==> src/rtl/instr_fetch_unit.sv <==
// Fetch stage: issues one instruction-memory request at a time, buffers the
// returned word with its address, and hands it to decode over valid/ready.
module instr_fetch_unit #(
    parameter logic [31:0] NOP_INSTR = 32'h0000_0013
) (
    input  logic        clk,
    input  logic        reset,
    input  logic [31:0] pc,
    input  logic        redirect,
    output logic        imem_req,
    output logic [31:0] imem_addr,
    input  logic        imem_gnt,
    input  logic        imem_rvalid,
    input  logic [31:0] imem_rdata,
    output logic        id_valid,
    output logic [31:0] id_instr,
    output logic [31:0] id_pc,
    input  logic        id_ready,
    output logic        pc_stall
);

    typedef enum logic [1:0] {
        S_REQ   = 2'd0,
        S_WAIT  = 2'd1,
        S_BLOCK = 2'd2
    } state_t;

    state_t      state;
    logic [31:0] req_pc;
    logic        drop;
    logic        skid_valid;
    logic [31:0] skid_instr;
    logic [31:0] skid_pc;

    logic        fire;
    logic        out_free;

    // A redirect gates the request so it can never coincide with a grant.
    assign imem_req  = (state == S_REQ) & ~redirect;
    assign imem_addr = pc;
    assign fire      = imem_req & imem_gnt;
    assign pc_stall  = ~(fire | redirect);
    assign out_free  = ~id_valid | id_ready;

    always_ff @(posedge clk or posedge reset) begin
        if (reset) begin
            state      <= S_REQ;
            req_pc     <= '0;
            drop       <= 1'b0;
            id_valid   <= 1'b0;
            id_instr   <= NOP_INSTR;
            id_pc      <= '0;
            skid_valid <= 1'b0;
            skid_instr <= NOP_INSTR;
            skid_pc    <= '0;
        end else begin
            // NOTE: non-blocking updates mean the last assignment in this block
            // wins; the handshake clear comes first, loads override it, and the
            // redirect flush at the bottom overrides everything.
            if (id_valid & id_ready) begin
                id_valid <= 1'b0;
                id_instr <= NOP_INSTR;
            end

            case (state)
                S_REQ: begin
                    if (fire) begin
                        req_pc <= pc;
                        drop   <= 1'b0;
                        state  <= S_WAIT;
                    end
                end

                S_WAIT: begin
                    if (imem_rvalid) begin
                        if (drop | redirect) begin
                            state <= S_REQ;
                        end else if (out_free) begin
                            id_valid <= 1'b1;
                            id_instr <= imem_rdata;
                            id_pc    <= req_pc;
                            state    <= S_REQ;
                        end else begin
                            skid_valid <= 1'b1;
                            skid_instr <= imem_rdata;
                            skid_pc    <= req_pc;
                            state      <= S_BLOCK;
                        end
                    end else if (redirect) begin
                        drop <= 1'b1;
                    end
                end

                S_BLOCK: begin
                    if (redirect) begin
                        state <= S_REQ;
                    end else if (id_ready) begin
                        id_valid   <= skid_valid;
                        id_instr   <= skid_instr;
                        id_pc      <= skid_pc;
                        skid_valid <= 1'b0;
                        state      <= S_REQ;
                    end
                end

                default: state <= S_REQ;
            endcase

            if (redirect) begin
                id_valid   <= 1'b0;
                id_instr   <= NOP_INSTR;
                skid_valid <= 1'b0;
            end
        end
    end

endmodule

==> config.mk <==
export PLATFORM = sky130hd
export DESIGN_NAME = instr_fetch_unit
export DESIGN_NICKNAME = d
export VERILOG_FILES = /design/src/rtl/instr_fetch_unit.sv
export SDC_FILE = /design/constraint.sdc
export NUM_CORES = 1
export LEC_CHECK = 0
export BUFFER_PORTS_ARGS = -buffer_cell sky130_fd_sc_hd__buf_4
export CAP_MARGIN = 5
export CORE_MARGIN = 2
export CORE_UTILIZATION = 45
export DETAILED_ROUTE_END_ITERATION = 7
export PLACE_DENSITY = 0.69
export RECOVER_POWER = 100
export SETUP_SLACK_MARGIN = 0.02
export SLEW_MARGIN = 20
export SYNTH_ARGS = -nofsm -noshare
export SYNTH_HDL_FRONTEND = slang
export SYNTH_SLANG_ARGS = --single-unit
==> constraint.sdc <==
create_clock -name clk -period 16.2 [get_ports clk]
set_clock_uncertainty 0.05 [all_clocks]
set_input_delay 3.24 -clock clk [delete_from_list [all_inputs] [get_ports clk]]
set_output_delay 3.24 -clock clk [all_outputs]
set_load 0.02 [all_outputs]
Yosys cells after proc, flatten, opt, wreduce, memory -nomap -nowiden
Cells that the tools add are included.
{"block": "totals", "ff_bits": 165, "input_bits": 70, "output_inout_bits": 99}
{"block": "op_classes", "eq_ne": 14, "bitwise_logic": 11, "n_reduce_logical": 10, "mux": 37}
{"cell": "two-way mux 32 bit", "n": 11}
{"cell": "one-hot mux 32 bit (2 select lines)", "n": 2}
{"cell": "!= test 2 bit (second input constant)", "n": 8}
{"cell": "two-way mux 1 bit", "n": 14}
{"cell": "two-way mux 2 bit", "n": 6}
{"cell": "!= test 3 bit (second input constant)", "n": 4}
{"cell": "AND reduction 4 bit", "n": 2}
{"cell": "one-hot mux 1 bit (2 select lines)", "n": 3}
{"cell": "one-hot mux 2 bit (3 select lines)", "n": 1}
{"cell": "AND reduction 6 bit", "n": 1}
{"cell": "NOT 1 bit", "n": 5}
{"cell": "AND reduction 5 bit", "n": 1}
{"cell": "nonzero test 2 bit", "n": 2}
{"cell": "bitwise AND 1 bit", "n": 3}
{"cell": "bitwise OR 1 bit", "n": 3}
{"cell": "AND reduction 3 bit", "n": 1}
{"cell": "nonzero test 3 bit", "n": 1}
{"cell": "== test 2 x 1 -> 1 bit (second input constant)", "n": 1}
{"cell": "== test 2 bit (second input constant)", "n": 1}
{"cell": "logical NOT 2 bit", "n": 1}
{"cell": "AND reduction 2 bit", "n": 1}

Depth between registers and ports, before layout
Gate-level depths: netlist of the first run.
{"block": "logic_depth", "word_depth": 7, "mapped_depth": 8, "depth_no_buf": 6}

Worst setup path after synthesis of the first run
No wires, ideal clock.
{"block": "synth_path", "kind": "input to output", "from": "in redirect", "to": "out pc_stall", "t_arrival_ns": 4.074, "required_ns": 12.910, "path_stages": 4, "setup_slack_ns": 8.836, "path_buffers": 3, "path_cell_list": "buf_2 buf_2 clkbuf_1 a21oi_1"}
{"block": "synth_via", "elab_chain_cells": 5}
{"item": "from (decl)", "line_no": "9", "text": "input logic redirect,"}
{"item": "NOT 1 bit", "line_no": "39", "text": "assign imem_req = (state == S_REQ) & ~redirect;"}
{"item": "bitwise AND 1 bit", "line_no": "39"}
{"item": "bitwise AND 1 bit", "line_no": "41", "text": "assign fire = imem_req & imem_gnt;"}
{"item": "bitwise OR 1 bit (*)", "line_no": "42", "text": "assign pc_stall = ~(fire | redirect);"}
{"item": "NOT 1 bit (*)", "line_no": "42"}
{"item": "to (decl)", "line_no": "19", "text": "output logic pc_stall"}
Every way passes the cells marked *; elsewhere a longest branch is shown, timed or not.

==> metrics, run 1 <==
clock tree buffer depth 2; Nets 771; top cells by area, synth dfrtp_1 (53%), mux2_2 (16%), mux2i_1 (4.4%), buf_4 (3.5%), o21ai_0 (3.3%); Final GP Congestion 0.770; total track usage 19.2%; setup TNS 0 ps; Synth Flop Type dfrtp_1; Die H 133 µm; RSZ-0062 raised after global routing no; detailed-route wire length per cell 17.2 µm; TritonRoute pass-1 iters 6; power density over cell area 144 mW/mm²; fmax 112 MHz; worst slew pin tran 3950 ps; Cells after Synth 576; syn avg cell area 13.0 µm²; worst setup path end id_pc[4]; Skew-Pair Late Insertion Delay 420 ps; TritonCTS Buffers 17; arrival time worst endpoint 8530 ps; Final setup viols 0; top-area cell type share of the netlist area 53.2%; Async S/R FF share, synth 100%; reg2reg end skid_pc[27]; DR iter-0 viols 253; ant diodes 0; relative slew slack -165%; CTS tree yes; cell taking the most area after synthesis dfrtp_1; Post-Synth Adder-Cell Area 0.669%; Max IR drop VDD 80.8 µV; DIE AREA 0.0177 mm²; vias 4986; number of post-CTS setup repair buffers 0; clk slew on worst S/H paths 60 ps; Hold Vio Cnt, Final 0; Post-Synth Simple-Gate Area 4.25%; Syn Std Cell Area 0.00748 mm²; DP HPWL 10100 µm; Core Footprint 0.0164 mm²; worst-path fanout max 90; status finished with violations; Hold-fix buffers, CTS 0; FF-to-FF path depth 5; Remaining DRCs 0; area delta synth->final 16.7%; Initial Utilization 45.6%; number of synthesized flops with an enable pin 0; number of synthesized register bits 165; worst stage delay on the critical path 2860 ps; Pins Over Slew Limit 365; Die Span X 133 µm; # resized after CTS 0; most common cell in the netlist dfrtp_1; Synth top cells by count dfrtp_1 (159), mux2_2 (108), o21ai_0 (50); static leakage 3.92 nW; worst hold path type register to register; Vias/cell 5.36; H-Tree Depth 4; CP Cell Sequence clkbuf_4, clkinvlp_2, clkbuf_1; gr ovfl total 0; pre-CTS WS 9160 ps; CTS root buf clkbuf_16; CP max stage cell clkbuf_1; largest family of logic cells by synthesized area multiplexers; failing checks capacitance limit, slew limit; Critical Path Sink Type asynchronous set/reset pin; number of global-route vias before repair 5246; Reg-to-Reg Start state[1]; CP Class input port to asynchronous set/reset pin; overall power 1.26 mW; Final min period 8940 ps; Synthesized Nets 650; first-pass GRT wire length 26800 µm; IO Pins 169; Row Count 47; Cells on Worst Hold Path 2; final WL 16000 µm; Compound-Gate Fraction of Synth Area 11.9%; part of the cycle the worst path needs 55.2%; port bufs 168; final hold slack 432 ps; Seq/Total Area, Yosys 55.3%; ANT nets after route 0; crit start category input port; mux contribution to synthesized area 21.6%; XOR/XNOR share of the synthesized area 0%; clk sink count 165; pin count of the biggest net entering global routing 91; YS warnings 0; antenna violations before repair 0; setup slack after layout 7260 ps; layout cell share with drive strength beyond 1 31.0%; CP startpoint reset; Distinct cells, synth 43; Critical Path RT 15790 ps; R2R setup slack 11250 ps; Max Cap Viol 7
==> state kept, by name (all words and copies together), names as in the netlist <==
register	flops
drop	1
skid_valid	1
id_instr	32
skid_instr	32
skid_pc	32
state	2
id_valid	1
id_pc	32
req_pc	32
==> worst max-delay path, delay by kind of cell <==
kind,cells,cell delay (ps)
buffers and inverters,3,5160
==> per-layer routing <==
layer,vias up,wire (µm),track usage [%]
met5,-,0,0
met4,0,116,6.57
met3,10,932,5.06
met2,151,7780,30.9
met1,2500,7160,25.3
li1,2325,-,-
==> power by group <==
group          internal [mW]  switching (mW)  total (mW)
sequential             0.509          0.0610       0.570
combinational          0.118           0.186       0.305
clock                  0.217           0.165       0.382
total                  0.844           0.413        1.26
==> cells by family after synthesis <==
family          Yosys count
mux                     146
simple gates             59
buf+inv                  75
flops                   165
compound gates          127
fa+ha+maj                 4
==> worst min-delay path by stage <==
stage / from / endpoint / slack (ps)
finish: id_pc[17] / id_pc[17] / 430
global route: skid_pc[28] / skid_pc[28] / 470
CTS: id_pc[17] / id_pc[17] / 440
detailed placement: id_pc[11] / id_pc[11] / 430
global placement: id_pc[22] / id_pc[22] / 420
floorplan: skid_pc[27] / skid_pc[27] / 410
==> per-stage QoR <==
stage / cells / util (%) / cell area (µm²)
after floorplan: 576 / - / 7480
after global placement: 898 / 52.4 / 8600
after detailed placement: 898 / 52.4 / 8600
after CTS: 930 / 55.9 / 9170
after global routing: 930 / 53.2 / 8730
final: 930 / 53.2 / 8730
==> cell usage in the layout (no fill, tap or decap), drive strengths merged, types with 4 or more instances in the layout <==
cell      instances
clkinvlp          4
o2bb2ai          17
dfstp             6
clkbuf          123
dfrtp           159
o21ai            50
buf              68
nand2b            5
ha                4
clkinv            6
a32oi            13
mux2            113
a22oi            28
nand2            33
mux2i            33
inv               7
==> cell type report <==
cell class                 instances  area (µm²)
sequential                       165        4140
timing repair buffer             173         908
clock inverter                    14         125
tap                              220         275
inverter                           4        16.3
multi-input combinational        336        2830
clock buffer                      18         439
fill                            1481        7670
Power figures use the tool's default switching activity.
==> inputs of run 2 (changes only) <==
--- a/config.mk
+++ b/config.mk
@@ -10,7 +10,7 @@
 export CORE_MARGIN = 2
 export CORE_UTILIZATION = 45
 export DETAILED_ROUTE_END_ITERATION = 7
-export PLACE_DENSITY = 0.69
+export PLACE_DENSITY = 0.72
 export RECOVER_POWER = 100
 export SETUP_SLACK_MARGIN = 0.02
 export SLEW_MARGIN = 20
==> constraint.sdc (replaced) <==
create_clock -name clk -period 7.9 [get_ports clk]
set_clock_uncertainty 0.05 [all_clocks]
set_input_delay 1.58 -clock clk [delete_from_list [all_inputs] [get_ports clk]]
set_output_delay 1.58 -clock clk [all_outputs]
set_load 0.02 [all_outputs]
==> run 2 against run 1 <==
Effect of this change: the run still ends with capacitance limit, slew limit left; first-iteration DRC count fell by 33%; critical path depth rose by 2; register-to-register slack got worse by 7800 ps; sequential power rose by 110%; count of clock-buffer cells in the layout rose by 6; final cell count fell by 0.11%; clock power rose by 130%; sequential share of layout area fell by 0.44 points; total power rose by 110%; via count rose by 0.96%; cell area rose by 0.93%; largest cell class unchanged.
==> metrics, run 2 (same netlist as run 1, synthesis figures left out) <==
status finished with violations; failing checks capacitance limit, slew limit; power density over cell area 303 mW/mm²; Die H 133 µm; overall power 2.67 mW; RSZ-0062 raised after global routing no; total track usage 18.4%; number of global-route vias before repair 5182; arrival time worst endpoint 5200 ps; DP HPWL 10200 µm; Row Count 47; setup slack after layout 2980 ps; H-Tree Depth 4; FF-to-FF path depth 7; vias 5034; reg2reg end id_pc[6]; Hold Vio Cnt, Final 0; DIE AREA 0.0177 mm²; Die Span X 133 µm; ANT nets after route 0; part of the cycle the worst path needs 62.3%; crit start category input port; most frequent cells in the layout dfrtp_1 (159), mux2_2 (108), clkbuf_1 (104); Critical Path Sink Type register; met3 WL 789 µm; CP Class input port to register; Initial Utilization 45.6%; worst hold path type register to register; Pins Over Slew Limit 230; worst setup path end id_instr[3]; ant diodes 0; commonest non-fill, non-tap cell in the layout dfrtp_1; antenna violations before repair 0; Non-Filler Instances 929; port bufs 168; relative slew slack -184%; Final GP Congestion 0.775; IO Pins 169; number of post-CTS setup repair buffers 0; pin count of the biggest net entering global routing 98; Max IR drop VDD 160 µV; DR iter-0 viols 170; Max Cap Viol 5; # resized after CTS 0; setup TNS 0 ps; worst-path fanout max 28; # fillers 1472; clock tree buffer depth 2; area delta synth->final 17.8%; Final min period 4920 ps; TritonRoute pass-1 iters 5; CP startpoint id_ready; R2R setup slack 3440 ps; Nets 771; first-pass GRT wire length 25900 µm; top sig layer met4; M1 WL 7060 µm; TritonCTS Buffers 17; Final setup viols 0; static leakage 3.95 nW; Reg-to-Reg Start state[0]; Remaining DRCs 0; final hold slack 430 ps; worst slew pin tran 4230 ps; CTS root buf clkbuf_16; Placed Cells 898; gr ovfl total 0; WL met2 7800 µm; CTS tree yes; clk sink count 165; Core Footprint 0.0164 mm²; clk slew on worst S/H paths 60 ps; Hold-fix buffers, CTS 0; pre-CTS WS 3680 ps; fmax 203 MHz; Skew-Pair Late Insertion Delay 420 ps; detailed-route wire length per cell 17.0 µm; Critical Path RT 8180 ps; final WL 15800 µm; layout cell share with drive strength beyond 1 31.0%; Vias/cell 5.42
-- run 2: cell count changes in the layout (fill, tap and decap cells not counted), moves of 2 or more --
cell / change
clkbuf_8: +5
inv_6: -4
clkinv_2: -3
bufinv_16: +2
clkinv_4: -2
-- run 2: critical path, stage by stage --
cell       delay, ps
clkbuf_1         980
nor2b_1          420
nor3_1          1650
a22oi_1          320
o2bb2ai_1        230
-- run 2: power breakdown --
group	leakage (nW)	total [mW]	switching, mW	internal, mW
clock network	0.301	0.868	0.322	0.546
registers	2.17	1.17	0.128	1.04
logic	1.48	0.631	0.389	0.243
total	3.95	2.67	0.838	1.83
-- run 2: stage by stage --
stage	util, %	area, µm²
final	53.7	8810
after global placement	52.4	8600
after CTS	56.3	9230
after detailed placement	52.4	8600
after floorplan	-	7480
after global routing	53.7	8810
-- run 2: metal layers --
metal,track usage [%],vias to the layer above
met2,30.9,149
met4,6.03,0
li1,-,2311
met1,23.9,2561
met3,3.98,13
met5,0,-
-- run 2: layout make-up --
type / count / area, µm² / share of cell area [%]
Timing Repair Buffer: 173 / 912 / 10.3
Multi-Input combinational cell: 336 / 2850 / 32.3
Tap cell: 220 / 275 / 3.12
Clock buffer: 24 / 512 / 5.81
Sequential cell: 165 / 4140 / 46.9
Clock inverter: 7 / 118 / 1.33
Inverter: 4 / 16.3 / 0.185
-- run 2: worst min-delay path by stage --
stage,slack (ps),startpoint,cells past startpoint,endpoint
floorplan,410,skid_pc[27],1,skid_pc[27]
global placement,420,id_pc[21],2,id_pc[21]
detailed placement,420,id_pc[22],2,id_pc[22]
CTS,440,id_pc[22],2,id_pc[22]
global route,460,id_pc[25],2,id_pc[25]
finish,430,id_pc[22],2,id_pc[22]
